### config.mk
export PLATFORM = sky130hd
export DESIGN_NAME = multiplier_t_c3x3_f0_27b_27b
export DESIGN_NICKNAME = d
export VERILOG_FILES = /design/src/rtl/multiplier_t_c3x3_f0_27b_27b.sv
export SDC_FILE = /design/constraint.sdc
export NUM_CORES = 2
export LEC_CHECK = 0
export CAP_MARGIN = 20
export CORE_MARGIN = 10
export CORE_UTILIZATION = 58
export CTS_CLUSTER_SIZE = 30
export DETAILED_ROUTE_END_ITERATION = 10
export GPL_TIMING_DRIVEN = 1
export PLACE_DENSITY_LB_ADDON = 0.12
export SLEW_MARGIN = 0
export SYNTH_ARGS = -nofsm -noshare
export SYNTH_HDL_FRONTEND = slang
export SYNTH_SLANG_ARGS = --single-unit
### constraint.sdc
create_clock -name clk -period 15.4 [get_ports clk]
set_clock_uncertainty 0.1 [all_clocks]
set_input_delay 3.08 -clock clk [delete_from_list [all_inputs] [get_ports clk]]
set_output_delay 3.08 -clock clk [all_outputs]
set_load 0.03 [all_outputs]
### src/rtl/multiplier_t_c3x3_f0_27b_27b.sv
// multiplier_t_c3x3_f0_27b_27b: 27x27 or 3-lane sum-of-three-9x9 multiplier, redundant registered result.
// Define MULT_INPUT_REG_EN to add a reset-cleared input register stage (latency 2).
module multiplier_t_c3x3_f0_27b_27b (
  input  logic        clk,
  input  logic        reset_n,
  input  logic [80:0] a,
  input  logic [80:0] b,
  input  logic        a_sign,
  input  logic        b_sign,
  input  logic [1:0]  mode,
  output logic [53:0] result_0,
  output logic [53:0] result_1,
  output logic [5:0]  result_SIMD_carry
);
  logic [80:0] a_s, b_s;
  logic        as_s, bs_s, simd;
  logic        unused_mode;
  assign unused_mode = mode[1];
`ifdef MULT_INPUT_REG_EN
  logic [80:0] a_q, b_q;
  logic        as_q, bs_q, simd_q;
  always_ff @(posedge clk) begin
    if (!reset_n) begin
      a_q    <= '0;
      b_q    <= '0;
      as_q   <= 1'b0;
      bs_q   <= 1'b0;
      simd_q <= 1'b0;
    end else begin
      a_q    <= a;
      b_q    <= b;
      as_q   <= a_sign;
      bs_q   <= b_sign;
      simd_q <= mode[0];
    end
  end
  assign a_s  = a_q;
  assign b_s  = b_q;
  assign as_s = as_q;
  assign bs_s = bs_q;
  assign simd = simd_q;
`else
  assign a_s  = a;
  assign b_s  = b;
  assign as_s = a_sign;
  assign bs_s = b_sign;
  assign simd = mode[0];
`endif
  // Nine shared 10x10 signed multipliers: chunk pairs (g,g) in SIMD, (g/3,g%3) in 27x27.
  logic [19:0] pp [9];
  for (genvar g = 0; g < 9; g++) begin : g_mul
    logic [8:0] ac, bc;
    logic       ae, be;
    logic [9:0] ax, bx;
    assign ac = simd ? a_s[9*g +: 9] : a_s[9*(g/3) +: 9];
    assign bc = simd ? b_s[9*g +: 9] : b_s[9*(g%3) +: 9];
    assign ae = as_s & (simd | (g / 3 == 2));
    assign be = bs_s & (simd | (g % 3 == 2));
    assign ax = {ae & ac[8], ac};
    assign bx = {be & bc[8], bc};
    assign pp[g] = {{10{ax[9]}}, ax} * {{10{bx[9]}}, bx};
  end
  logic [53:0] even, odd, r0_d, r1_d, r0_q, r1_q;
  logic [5:0]  c_d, c_q;
  logic [19:0] lane [3];
  always_comb begin
    even = '0;
    odd  = '0;
    lane = '{default: '0};
    for (int m = 0; m < 9; m++)
      if (((m / 3 + m % 3) % 2) == 0) even = even + ({{34{pp[m][19]}}, pp[m]} << (9 * (m / 3 + m % 3)));
      else odd = odd + ({{34{pp[m][19]}}, pp[m]} << (9 * (m / 3 + m % 3)));
    for (int k = 0; k < 3; k++) lane[k] = pp[3*k] + pp[3*k+1] + pp[3*k+2];
    r0_d = simd ? {lane[2][17:0], lane[1][17:0], lane[0][17:0]} : even;
    r1_d = simd ? '0 : odd;
    c_d  = simd ? {lane[2][19:18], lane[1][19:18], lane[0][19:18]} : '0;
  end
  always_ff @(posedge clk) begin
    if (!reset_n) begin
      r0_q <= '0;
      r1_q <= '0;
      c_q  <= '0;
    end else begin
      r0_q <= r0_d;
      r1_q <= r1_d;
      c_q  <= c_d;
    end
  end
  assign result_0          = r0_q;
  assign result_1          = r1_q;
  assign result_SIMD_carry = c_q;
endmodule

==> flow_summary_export.csv <==
group,metric,value,unit
worst_setup_path,cp_slowest_stage_delay,850,ps
place,hpwlAfterDp,144,mm
sta,holdWs,3170,ps
route,wl_met1,70.0,mm
worst_setup_path,slowest_stage,"clkdlybuf4s50_1",
clock_network,holdBufCountCts,0,
floorplan,core-area,0.0855,sq mm
grt,antenna_found_initial,14,
synthesis,synth-async-reset-ratio,0,%
clock_network,ctsHtreeMaxLevel,3,
synthesis,synth_ff_type,"dfxtp_1",
synthesis,netlist.area_leader.share,37.7,%
place,numPortBuffers,271,
clock_network,cts.reportedPaths.clkPinSlew,100,ps
worst_setup_path,critPathKind,"primary input to flop",
worst_setup_path,cpMostUsedCell,"fa_1",
floorplan,rows,107,
sta,final_max_slew_viol_count,0,
synthesis,syn-cell-area,0.0503,sq mm
worst_setup_path,worst_setup_path_start_kind,"primary input",
sta,rsz0062_at_grt,"no",
grt,grt_usage,32.6,%
synthesis,synth_edf_count,0,
place,pre_cts_slack,544,ps
layout,stdcell_count,7459,
route,first_pass_iters,5,
sta,relSlewSlack,32.2,%
sta,fin_setup_tns,0,ps
floorplan,pin_count,282,
route,drcViolationCount,0,
sta,setup_viol,0,
layout,fillers,7485,
route,wl_met2,67.1,mm
worst_setup_path,crit_buf_inv,6,
worst_setup_path,crit_path_end_kind,"flop",
synthesis,synth.top_cells.by_area,"fa_1 (38%), ha_1 (15%), inv_1 (10%)",
clock_network,cts_made_buffers,9,
floorplan,die_h,314,um
floorplan,initial_utilization,58.8,%
synthesis,ys_seq_elements,105,
layout,areaGrowthSynthToFinish,9.95,%
layout,drive_gt1_share,3.18,%
layout,fin_nets,8027,
clock_network,cts_root_buf,"clkbuf_16",
floorplan,dieArea,0.0988,sq mm
clock_network,cts_tree,"built",
synthesis,synth_cell_type_count,84,
clock_network,cts_resized,0,
sta,finalCriticalPeriod,14600,ps
route,dr_wl_met3,17.1,mm
sta,final_hold_viol_count,0,
clock_network,post_cts.repair.setup_buffers,0,
grt,grt_pass1_vias,41074,
sta,fin_crit_sh,94.8,%
sta,clock.fmax,0.0685,GHz
min_path,min_path_type,"primary input to flop",
route,vias,41218,
route,routed.top_layer,"met5",
route,drt-initial-drc-count,3396,
sta,max_slew.worst_pin.slew,1010,ps
synthesis,avgSynthCellArea,8.36,sq um
place,place_congestion,1.00,
grt,grt_max_degree,104,
route,wl_per_cell,21.6,um
synthesis,seq_area_frac_synth,4.18,%
worst_setup_path,cp_max_fo,14,
route,wirelength,161,mm
route,via_per_inst,5.53,
place,place_inst,7439,
synthesis,synthCells,6013,
floorplan,die_w,314,um
worst_setup_path,required,15600,ps
clock_network,cts_sinks,105,
worst_setup_path,arrival,14800,ps
flow_run,cap_violations,0,
grt,grt_pass1_wl,244,mm
synthesis,synth_top_cell_by_area,"fa_1",
outcome,status,"finished clean",
worst_setup_path,critPathTopFamily,"adder cells",
synthesis,yosys_warnings,0,
route,ant_nets,0,
sta,setup_slack,803,ps
grt,grt_remaining_overflow,0,
clock_network,cts_buffer_depth,2,
synthesized netlist by cell type (10+ instances only):
| master | instances |
|---|---|
| o31ai_1 | 10 |
| nor3_1 | 68 |
| nand2_1 | 746 |
| o211ai_1 | 19 |
| fa_1 | 947 |
| nor2b_1 | 88 |
| o21ai_0 | 114 |
| and3_1 | 38 |
| xor2_1 | 101 |
| ha_1 | 606 |
| a21o_1 | 73 |
| nand2b_1 | 109 |
| o21a_1 | 41 |
| a21oi_1 | 283 |
| or3_1 | 26 |
| a31oi_1 | 18 |
| and2_1 | 169 |
| o21bai_1 | 37 |
| inv_1 | 1354 |
| a211o_1 | 12 |
| mux2i_1 | 14 |
| nand4_1 | 13 |
| o31a_1 | 10 |
| a211oi_1 | 31 |
| dfxtp_1 | 105 |
| nor2_1 | 421 |
| xnor2_1 | 220 |
| clkbuf_1 | 101 |
| nand3_1 | 67 |
| or2_2 | 28 |
routing by layer:
layer | track usage [%] | vias up
li1 | - | 19126
met1 | 45.5 | 20110
met2 | 48.1 | 1732
met3 | 8.60 | 236
met4 | 12.1 | 14
met5 | 0 | -
placed cells by master (no fill, tap or decap), drive strengths merged, types with 6 or more instances in the layout:
cell	count
a211o	12
a211oi	35
a21boi	7
a21o	73
a21oi	284
a31oi	18
and2	169
and3	38
buf	125
clkbuf	9
clkdlybuf4s50	269
conb	9
dfxtp	105
fa	947
ha	606
inv	1358
mux2i	14
nand2	746
nand2b	109
nand3	67
nand4	13
nor2	421
nor2b	88
nor3	68
nor4	6
o2111ai	8
o211a	9
o211ai	20
o21a	41
o21ai	118
o21bai	37
o22ai	8
o31a	10
o31ai	15
o41ai	10
or2	28
or3	27
xnor2	220
xor2	102
layout make-up:
type                    instances  area [sq um]  area share, %
repair buffers                394          3690           6.67
flip-flops and latches        105          2100           3.80
well taps                    1144          1430           2.59
inverters                    1355          5090           9.20
clock inverters                 7          92.6          0.168
clock buffers                   9           225          0.407
multi-input cells            4441         42600           77.1
diodes                          4          10.0         0.0181
metrics by stage:
| step | util [%] | instance area (sq um) |
|---|---|---|
| after floorplan | - | 50300 |
| after global placement | 64.2 | 54900 |
| after detailed placement | 64.2 | 54900 |
| after CTS | 64.6 | 55300 |
| after global routing | 64.6 | 55300 |
| final | 64.6 | 55300 |
state kept, by name, summed over array words and instances, names as in the netlist:
register and count:
result_0 54, result_1 45, result_SIMD_carry 6
path summary, 6_finish.rpt:
check    start            to  cells past startpoint
max     a_sign  result_0[50]                     42
min    reset_n   result_0[7]                      2
cells by family after synthesis:
group / after synthesis / synth area share (%)
XOR/XNOR: 325 / 5.76
adder cells (fa/ha/maj): 1553 / 52.8
flip-flops: 105 / 4.18
multiplexers: 16 / 0.324
buffers and inverters: 1475 / 11.1
other: 1 / 0.00746
AO/OA/AOI/OAI: 743 / 9.57
AND/OR/NAND/NOR: 1795 / 16.3
Power is left out: the tool's default activity adds up to more than one toggle a clock period on the data nets, which glitch-free logic cannot reach.
==> variant: new RTL, same flow settings <==
Take the reset off `r0_q` and load it in a clocked block of its own.
--- a/src/rtl/multiplier_t_c3x3_f0_27b_27b.sv
+++ b/src/rtl/multiplier_t_c3x3_f0_27b_27b.sv
@@ -77,14 +77,16 @@
   end
   always_ff @(posedge clk) begin
     if (!reset_n) begin
-      r0_q <= '0;
       r1_q <= '0;
       c_q  <= '0;
     end else begin
-      r0_q <= r0_d;
       r1_q <= r1_d;
       c_q  <= c_d;
     end
+  end
+
+  always_ff @(posedge clk) begin
+    r0_q <= r0_d;
   end
   assign result_0          = r0_q;
   assign result_1          = r1_q;
Behaviour: not the same (Yosys sat finds a counterexample within 4 cycles, from zero or initial values and one cycle with reset_n low).
==> variant against the unedited design <==
- area after synthesis decreased by 0.70%
- sequential cell count stayed put
- critical path depth rose by 8
- routed wire length fell by 2.6%
- fmax is 0.69% lower
- cell area down 0.50%
- global-route usage shrank 0.32 points
- via count decreased by 1.1%
- setup slack lost 0.10 ns
- core utilization down 0.12 points
- critical path type unchanged
Power is not shown: default switching activity piles up to over one toggle a cycle in this logic, so the estimate is an artifact.
==> variant: results (changes against the unedited design) <==
run status=finished clean; Inserted Clock Buffers=9 (unchanged); total negative slack=0 ns (unchanged); largest delay contributor family on the critical path=adder cells; Pre-Repair DR Iteration Count=6 (+1); synth top area cells=fa_1 38%, ha_1 16%, inv_1 9.1%; cell count of the worst hold path=3 (+1); global-route wire length before repair=243000 um (-0.79%); Worst Hold Margin=3.33 ns (+0.168 ns); routed via count=40800 (-1.1%); end point of the worst hold path=result_SIMD_carry[3]; synth warn=0 (unchanged); worst-case clock buffer depth=2 (unchanged); count of fill cells added during filler insertion=7479 (-0.080%); number of global-route vias before repair=42100 (+2.5%); Largest register FFs=54 (unchanged); number of nets at the end of the flow=7913 (-1.4%); worst min path class=input port to flip-flop; Yosys cell types=84 (unchanged); commonest cells in the synthesized netlist=1208 x inv_1, 955 x fa_1, 763 x nand2_1, 629 x ha_1, 390 x nor2_1; buffer cell driving the clock tree root=clkbuf_16; Top FF cell, synth=dfxtp_1; fraction of layout instances using a drive strength above 1=3.34% (+0.16 points); IO buf count=271 (unchanged); violation count after the first detailed-route iteration=3620 (+6.6%); Slew HR=19.7% (-13 points); antenna violations before repair=5 (-9); Largest stage delay, worst path=0.70 ns (-0.15 ns); detailed placer's ending HPWL=139000 um (-3.1%); number of levels in the clock H-tree=3 (unchanged); reported max-cap violation count=0 (unchanged); pin count of the biggest net entering global routing=139 (+34%); All-Layer GR Usage=32.3% (-0.32 points); RD Place Congestion=0.996 (-0.84%); placement-stage worst setup slack=0.264 ns (-0.280 ns); cell with the largest stage delay on the worst path=fa_1; post-DR wirelength/cell=21.5 um (-0.64%); critical hold path startpoint=mode[0]; clock slew at the register clock pins of the worst setup and hold paths=0.07 ns (-0.03 ns); async set-or-reset flop fraction in the synthesized netlist=0% (unchanged); Arrival @ worst endpoint=14.82 ns (+0.02 ns); Max FO, Critical Path=12 (-2); proportion of synthesized chip area in sequential cells=4.21% (+0.029 points)
-- variant: changes by cell type after synthesis, sizes merged, moves of 23 or more --
cell    change
inv       -145
nand2b     -45
o21ai      +35
a21oi      +32
and2       -32
nor2       -31
xnor2      +26
ha         +23
-- variant: worst max-delay path by stage --
stage / startpoint / end / slack [ns]
4_1_cts: b[3] / result_1[53] / 0.61
5_1_grt: mode[0] / result_1[53] / 0.002
6_report: a_sign / result_0[53] / 0.70
2_1_floorplan: mode[0] / result_1[49] / 0.36
3_5_place_dp: b[3] / result_1[53] / 0.26
3_3_place_gp: b[3] / result_1[51] / 0.42
-- variant: cell families after synthesis --
logic type,count (synthesis),synth area share (%)
adders and majority gates,1587,54.1
other,1,0.00751
muxes,16,0.328
xor gates and xnor gates,358,6.42
and+or+nand+nor,1675,15.0
DFF,105,4.21
buffers and inverters,1326,10.1
AOI/OAI and AO/OA,792,9.85
-- variant: what timing repair did --
| action | CTS | global route |
|---|---|---|
| setup buffers | 0 | 0 |
| endpoints found under the setup margin | 0 | 11 |
| gates resized for setup | 0 | 12 |
-- variant: final cells by class --
| class | instances | share of cell area [%] |
|---|---|---|
| Multi-Input combinational cell | 4437 | 77.9 |
| Inverter | 1209 | 8.25 |
| Timing Repair Buffer | 399 | 6.78 |
| Sequential cell | 105 | 3.82 |
| Tap cell | 1144 | 2.60 |
| Clock buffer | 10 | 0.416 |
| Clock inverter | 6 | 0.168 |
| Antenna cell | 4 | 0.0182 |
-- variant: metrics by stage --
step / area (um2) / std cells / util (%)
2_1_floorplan: 49900 / 5868 / -
3_3_place_gp: 54600 / 7292 / 64.0
3_5_place_dp: 54600 / 7292 / 64.0
4_1_cts: 54900 / 7308 / 64.4
5_1_grt: 55000 / 7312 / 64.5
6_report: 55000 / 7314 / 64.5
-- variant: layer usage --
layer	up-vias	part of all wire (%)	track usage, %
li1	18800	-	-
met1	19800	42	44.1
met2	1797	42	48.2
met3	315	11	8.27
met4	2	5.2	13.9
met5	-	0.0051	0
-- variant: tightest hold or removal path, cell delays in order --
cell	delay, ns
buf_8	0.17
nand2_1	0.40
nor2b_1	0.09
